==> src/rtl/inst_encoder.sv <==
// Two-stage instruction encoder: one-hot select plus operand fields in, packed
// 32-bit instruction word with a sequential write address out.
`timescale 1ns/1ps
module inst_encoder #(
  parameter int unsigned AW = 10
) (
  input  logic          clk,
  input  logic          rst,
  input  logic          in_valid,
  output logic          in_ready,
  input  logic [0:63]   in_inst,
  input  logic [4:0]    in_rs,
  input  logic [4:0]    in_rt,
  input  logic [4:0]    in_rd,
  input  logic [15:0]   in_imm,
  output logic          out_valid,
  input  logic          out_ready,
  output logic [31:0]   out_word,
  output logic [AW-1:0] out_addr,
  input  logic          addr_clr,
  output logic          err_pulse,
  output logic [7:0]    err_count
);

  localparam int unsigned NSEL = 64;
  localparam int unsigned IW   = 6;

  logic            s1_valid;
  logic [NSEL-1:0] s1_inst;
  logic [4:0]      s1_rs;
  logic [4:0]      s1_rt;
  logic [4:0]      s1_rd;
  logic [15:0]     s1_imm;

  logic            s1_adv;
  logic            legal;
  logic [IW-1:0]   idx;
  logic [31:0]     enc_word;

  assign s1_adv   = s1_valid && (!out_valid || out_ready);
  assign in_ready = !rst && (!s1_valid || s1_adv);

  // One-hot legality, set-bit index and field packing for the S1 entry
  always_comb begin
    idx   = '0;
    legal = (s1_inst != '0) && ((s1_inst & (s1_inst - NSEL'(1))) == '0);
    for (int i = 0; i < NSEL; i++) begin
      if (s1_inst[i]) idx = IW'(i);
    end
    if (idx[IW-1]) enc_word = {idx, s1_rs, s1_rt, s1_imm};
    else           enc_word = {6'b0, s1_rs, s1_rt, s1_rd, 5'b0, idx};
  end

  // S1 input register
  always_ff @(posedge clk or posedge rst) begin
    if (rst) begin
      s1_valid <= 1'b0;
      s1_inst  <= '0;
      s1_rs    <= '0;
      s1_rt    <= '0;
      s1_rd    <= '0;
      s1_imm   <= '0;
    end else if (in_valid && in_ready) begin
      s1_valid <= 1'b1;
      for (int i = 0; i < NSEL; i++) s1_inst[i] <= in_inst[i];
      s1_rs    <= in_rs;
      s1_rt    <= in_rt;
      s1_rd    <= in_rd;
      s1_imm   <= in_imm;
    end else if (s1_adv) begin
      s1_valid <= 1'b0;
    end
  end

  // S2 output register; an illegal entry drains S1 without producing a word
  always_ff @(posedge clk or posedge rst) begin
    if (rst) begin
      out_valid <= 1'b0;
      out_word  <= '0;
    end else if (s1_adv && legal) begin
      out_valid <= 1'b1;
      out_word  <= enc_word;
    end else if (s1_adv || out_ready) begin
      out_valid <= 1'b0;
    end
  end

  // Dropped-select flag and saturating drop counter
  always_ff @(posedge clk or posedge rst) begin
    if (rst) begin
      err_pulse <= 1'b0;
      err_count <= '0;
    end else begin
      err_pulse <= s1_adv && !legal;
      if (s1_adv && !legal && (err_count != 8'hFF)) err_count <= err_count + 8'd1;
    end
  end

  // Write address: clear takes priority over the handshake increment
  always_ff @(posedge clk or posedge rst) begin
    if (rst)                         out_addr <= '0;
    else if (addr_clr)               out_addr <= '0;
    else if (out_valid && out_ready) out_addr <= out_addr + AW'(1);
  end

endmodule

==> config.mk <==
export PLATFORM = sky130hd
export DESIGN_NAME = inst_encoder
export DESIGN_NICKNAME = d
export VERILOG_FILES = /design/src/rtl/inst_encoder.sv
export SDC_FILE = /design/constraint.sdc
export NUM_CORES = 1
export LEC_CHECK = 0
export BUFFER_PORTS_ARGS = -buffer_cell sky130_fd_sc_hd__buf_2
export CORE_MARGIN = 3
export CORE_UTILIZATION = 55
export CTS_CLUSTER_SIZE = 12
export DETAILED_ROUTE_END_ITERATION = 6
export HOLD_SLACK_MARGIN = 0.06
export PLACE_DENSITY_LB_ADDON = 0.3
export SYNTH_ARGS = -nofsm -noshare
export SYNTH_HDL_FRONTEND = slang
export SYNTH_SLANG_ARGS = --single-unit
==> constraint.sdc <==
create_clock -name clk -period 6.1 [get_ports clk]
set_input_delay 0.915 -clock clk [delete_from_list [all_inputs] [get_ports clk]]
set_output_delay 0.915 -clock clk [all_outputs]
set_load 0.02 [all_outputs]
-- After elaboration in Yosys (flattened, before gate mapping)
Cells that the tools add are included.
- muxes and demuxes: 70
- reduce and logical (&&, ||, !) cells: 20
- $add $sub $neg: 3
- bitwise gates (word level): 1
- equality and inequality tests: 1
- operator list (kind ; number):
    $mux 6 ; 62
    $and 64x64->64 ; 1
    $logic_not 64->1 ; 1
    $reduce_bool 64->1 ; 1
    $sub 64x1->64 const B ; 1
    $mux 32 ; 1
    $mux 10 ; 2
    $add 10x1->10 const B ; 1
    $add 8x1->8 const B ; 1
    $logic_and 1x1->1 ; 8
    $ne 8x8->1 const B ; 1
    $reduce_bool 2->1 ; 3
    $mux 1 ; 5
    $logic_not 1->1 ; 4
    $logic_or 1x1->1 ; 3
- bits in registers: 148
- logic and storage cells: 106
- output and inout bits: 53

-- Logic depth before layout (Yosys ltp)
- word-level depth: 64
- mapped depth: 13

-- Least setup slack after synthesis
No wires, ideal clock.
- kind: flip-flop to flip-flop
- start point: register s1_inst[2]
- end point: register out_word[11]
- arrival: 3708 ps
- required time: 5975 ps
- setup slack: 2267 ps
- stages on the path, launching flop included: 11
- clock period less this slack: 3833 ps
- library setup time: 125 ps
- cells stage by stage: dfrtp_1 -> or4_4 -> or4_4 -> or4_4 -> a2111o_1 -> nor4_4 -> nand3_2 -> or2_1 -> buf_6 -> buf_6 -> mux2_4
- word-level cells in the longest chain between the ends: 5
- RTL lines (what ; RTL line ; text):
    start: declaration ; 29 ; logic [NSEL-1:0] s1_inst;
    start signal: assignment ; 58 ; s1_inst <= '0;
    $sub 64x1->64 ; 46 ; legal = (s1_inst != '0) && ((s1_inst & (s1_inst - NSEL'(1))) == '0);
    $and 64x64->64 ; 46 ;
    $logic_not 64->1 ; 46 ;
    $logic_and 1x1->1 * ; 46 ;
    $logic_and 1x1->1 * ; 80 ; end else if (s1_adv && legal) begin
    end signal: assignment ; 82 ; out_word <= enc_word;
    end: declaration ; 18 ; output logic [31:0] out_word,
Every way passes the cells marked *; elsewhere a longest branch is shown, timed or not.
A chain may end at the register's enable or synchronous reset.

-- Worst setup path after layout
- start point: register s1_inst[8]
- end point: register out_word[18]
Same word-level chain as after synthesis.

==> impl_metrics.toml <==
[outcome]
outcome = "complete, no violations"

[routing]
wire_per_inst_um = 18.9
routed-via-count = 5967
drc = 0
post_dr_vias_cell = 5.98
drt_pass1_iterations = 5
drtIter0Drc = 516
drt_wl_total_um = 18800
ant_nets = 0

[cts]
cts_inserted_buffers = 17
tritoncts = "done"
cell_at_the_root_of_the_clock_tree = "sky130_fd_sc_hd__clkbuf_16"
cts-htree-levels = 4
clk_transition_reported_paths_ps = 70
clock_latency_reported_for_the_late_side_of_the_worst_skew_pair_ps = 420
sinks_on_the_clock_net = 148
cts_hold_buf = 0
cts_repair_resize_count = 0
cts.repair_timing.setup_buffer_count = 0
cts-root-to-sink-buffers = 2

[timing]
rsz0062_at_grt = "false"
worst_slew_margin_rel_pct = 19.2
period_minus_slack_ps = 4740
max_freq_mhz = 211
layout_worst_path_cycle_share_pct = 77.8
timing.final.setup_violations = 0
final.setup_skew_ps = 9.70
hold_fails_final_rpt = 0
tightestPinTransition_ps = 1210
final_max_slew_viol_count = 0
setup_tns_ps = 0

[floorplanning]
fp.dieArea_mm2 = 0.0150
horiz_die_dim_um = 122
floorplan.die.height_um = 122
core_area_mm2 = 0.0129
initial_utilization_pct = 57.6
number_of_rows_created_at_floorplan = 41
top_level_ports = 153

[yosys]
count_of_state_elements_after_synthesis = 148
synth.cell_area_mm2 = 0.00745
asyncSetResetFlopFracSynth_pct = 100
ys_dominant_reg_cell = "sky130_fd_sc_hd__dfrtp_1"
syn-mean-instance-area_um2 = 11.1
synth-edff-count = 0
ys_types = 61
postSynthCellCount = 669
yosysSeqAreaShare_pct = 49.7
yosys_warnings = 0
syn_nets = 771

[final_layout]
finish.net_count = 914
flow.area_growth_from_synthesis_pct = 19.5
post_route_cells_drive_above_1_share_pct = 39.3
fin_area_mm2 = 0.00890
post_layout_cell_count = 998

[setup_path]
regToRegSetupSlack_ps = 1360
start_kind = "flop"
crit_path_max_fanout = 33
worstRegToRegCells = 9
endpoint = "out_word[18]"
worst_path_arrival_ps = 5040
timing.rr.end = "out_word[18]"
worstPathRequired_ps = 6400
setup.worst_path.start = "s1_inst[8]"
worstSetupEndpointType = "flop"
worstReg2RegStart = "s1_inst[8]"
crit_path_kind = "flop to flop"

[power]
power.static_leakage_nw = 4.16
power-per-cell-area_mw_per_mm2 = 305
peakVddDrop_uv = 292

[min_path]
hold_class = "flop to flop"

[placement]
portBuffers = 152
dpl-instance-area_mm2 = 0.00830
detailedPlacementHpwl_um = 13300
global_placer_s_final_weighted_congestion = 0.934
dp_cells = 965

[grt]
grt_start_max_net_pins = 97
grt.overflow.total = 0
wire_length_of_the_first_global_routing_pass_um = 30300
grt_antenna_before_repair = 1
grt_pass1_vias = 6047
gr-usage-all-layers_pct = 25.8

[run]
timing.max_cap.violations = 0
-- registers in the layout, summed over array words and instances (netlist names), 5 cells and up --
name,cells
s1_rs,5
s1_imm,16
s1_inst,64
s1_rd,5
err_count,8
s1_rt,5
out_word,32
out_addr,10
-- critical path, cell delays in order (launching register included) --
cell                       delay [ps]
sky130_fd_sc_hd__dfrtp_1          450
sky130_fd_sc_hd__or4_1            570
sky130_fd_sc_hd__or4_4            650
sky130_fd_sc_hd__nor3_2           480
sky130_fd_sc_hd__a21boi_0         180
sky130_fd_sc_hd__a2111o_1         460
sky130_fd_sc_hd__nor4_4           330
sky130_fd_sc_hd__nand3_2          290
sky130_fd_sc_hd__or2_2            750
sky130_fd_sc_hd__mux2_4           440
-- cell usage after synthesis, types with 11 or more instances --
master	n	area share, %
sky130_fd_sc_hd__nand2_1	53	2.7
sky130_fd_sc_hd__nor3_1	15	1.0
sky130_fd_sc_hd__mux2_4	20	4.0
sky130_fd_sc_hd__nand4_1	11	0.92
sky130_fd_sc_hd__o21ai_0	33	2.2
sky130_fd_sc_hd__nor4_1	20	1.7
sky130_fd_sc_hd__dfrtp_1	148	50
sky130_fd_sc_hd__clkbuf_1	18	0.91
sky130_fd_sc_hd__nor2_1	50	2.5
sky130_fd_sc_hd__inv_1	20	1.0
sky130_fd_sc_hd__a21oi_1	26	1.7
sky130_fd_sc_hd__mux2_2	100	15
-- power by group --
group / total, mW / switching (mW) / leakage (nW) / internal (mW)
registers: 1.25 / 0.156 / 1.84 / 1.09
clock network: 1.05 / 0.417 / 0.278 / 0.636
logic: 0.407 / 0.203 / 2.04 / 0.204
-- stage by stage --
step                      util, %  setup slack (ps)  total power [mW]  hold WS [ps]
final                        68.8              1360              2.71           488
after CTS                    68.8              1370              2.72           495
after detailed placement     64.2              1380              1.67           488
after floorplan                 -              1210              1.51           461
after global routing         68.8              1120              2.83           508
after global placement       64.2              1540              1.65           473
-- worst min-delay path by stage --
stage,end,startpoint,cells past startpoint
2_1_floorplan,s1_valid,s1_valid,2
3_3_place_gp,err_count[4],err_count[4],1
3_5_place_dp,err_count[4],err_count[4],1
4_1_cts,err_count[4],err_count[4],1
5_1_grt,err_count[4],err_count[4],1
6_report,err_count[4],err_count[4],1
-- cells in the final DEF (no fill, tap or decap), types with 5 or more instances in the layout --
cell type                    count
sky130_fd_sc_hd__o21a_1          6
sky130_fd_sc_hd__o22ai_1         5
sky130_fd_sc_hd__inv_1          19
sky130_fd_sc_hd__a211oi_1        5
sky130_fd_sc_hd__mux2_4         20
sky130_fd_sc_hd__dfrtp_1       148
sky130_fd_sc_hd__nand4_1        11
sky130_fd_sc_hd__o21ai_0        33
sky130_fd_sc_hd__o31ai_1         6
sky130_fd_sc_hd__a21oi_1        26
sky130_fd_sc_hd__nand2b_1        6
sky130_fd_sc_hd__nand3_1        10
sky130_fd_sc_hd__xor2_1          8
sky130_fd_sc_hd__and3_1         10
sky130_fd_sc_hd__clkbuf_16      17
sky130_fd_sc_hd__mux2_2        100
sky130_fd_sc_hd__nor4_1         20
sky130_fd_sc_hd__or3_1           8
sky130_fd_sc_hd__nor3_1         15
sky130_fd_sc_hd__xnor2_1         7
sky130_fd_sc_hd__clkinvlp_4      5
sky130_fd_sc_hd__nor2_1         50
sky130_fd_sc_hd__nand2_1        52
sky130_fd_sc_hd__or2_2           6
sky130_fd_sc_hd__buf_2         152
sky130_fd_sc_hd__a31oi_1         5
-- logic make-up after synthesis --
kind of cell               synth area share [%]
AOI/OAI and AO/OA                          11.0
xor gates and xnor gates                   1.76
adders and majority gates                 0.739
buffers and inverters                      3.02
DFF                                        49.7
muxes                                      19.5
and+or+nand+nor                            14.3
-- final cells by class --
cell class | count | area [um2]
diodes | 1 | 2.50
clock buffers | 21 | 470
clock inverters | 11 | 125
fillers | 979 | 4030
inverters | 20 | 80.1
multi-input cells | 471 | 3530
flip-flops and latches | 148 | 3700
well taps | 172 | 215
repair buffers | 154 | 776
-- metal layers --
layer / vias up / routed length, um / global-route usage [%]
li1: 2749 / - / -
met1: 2962 / 8050 / 34.2
met2: 228 / 9270 / 42.3
met5: - / 0 / 0
met3: 28 / 1190 / 5.53
met4: 0 / 315 / 9.10
Power figures use the tool's default switching activity.
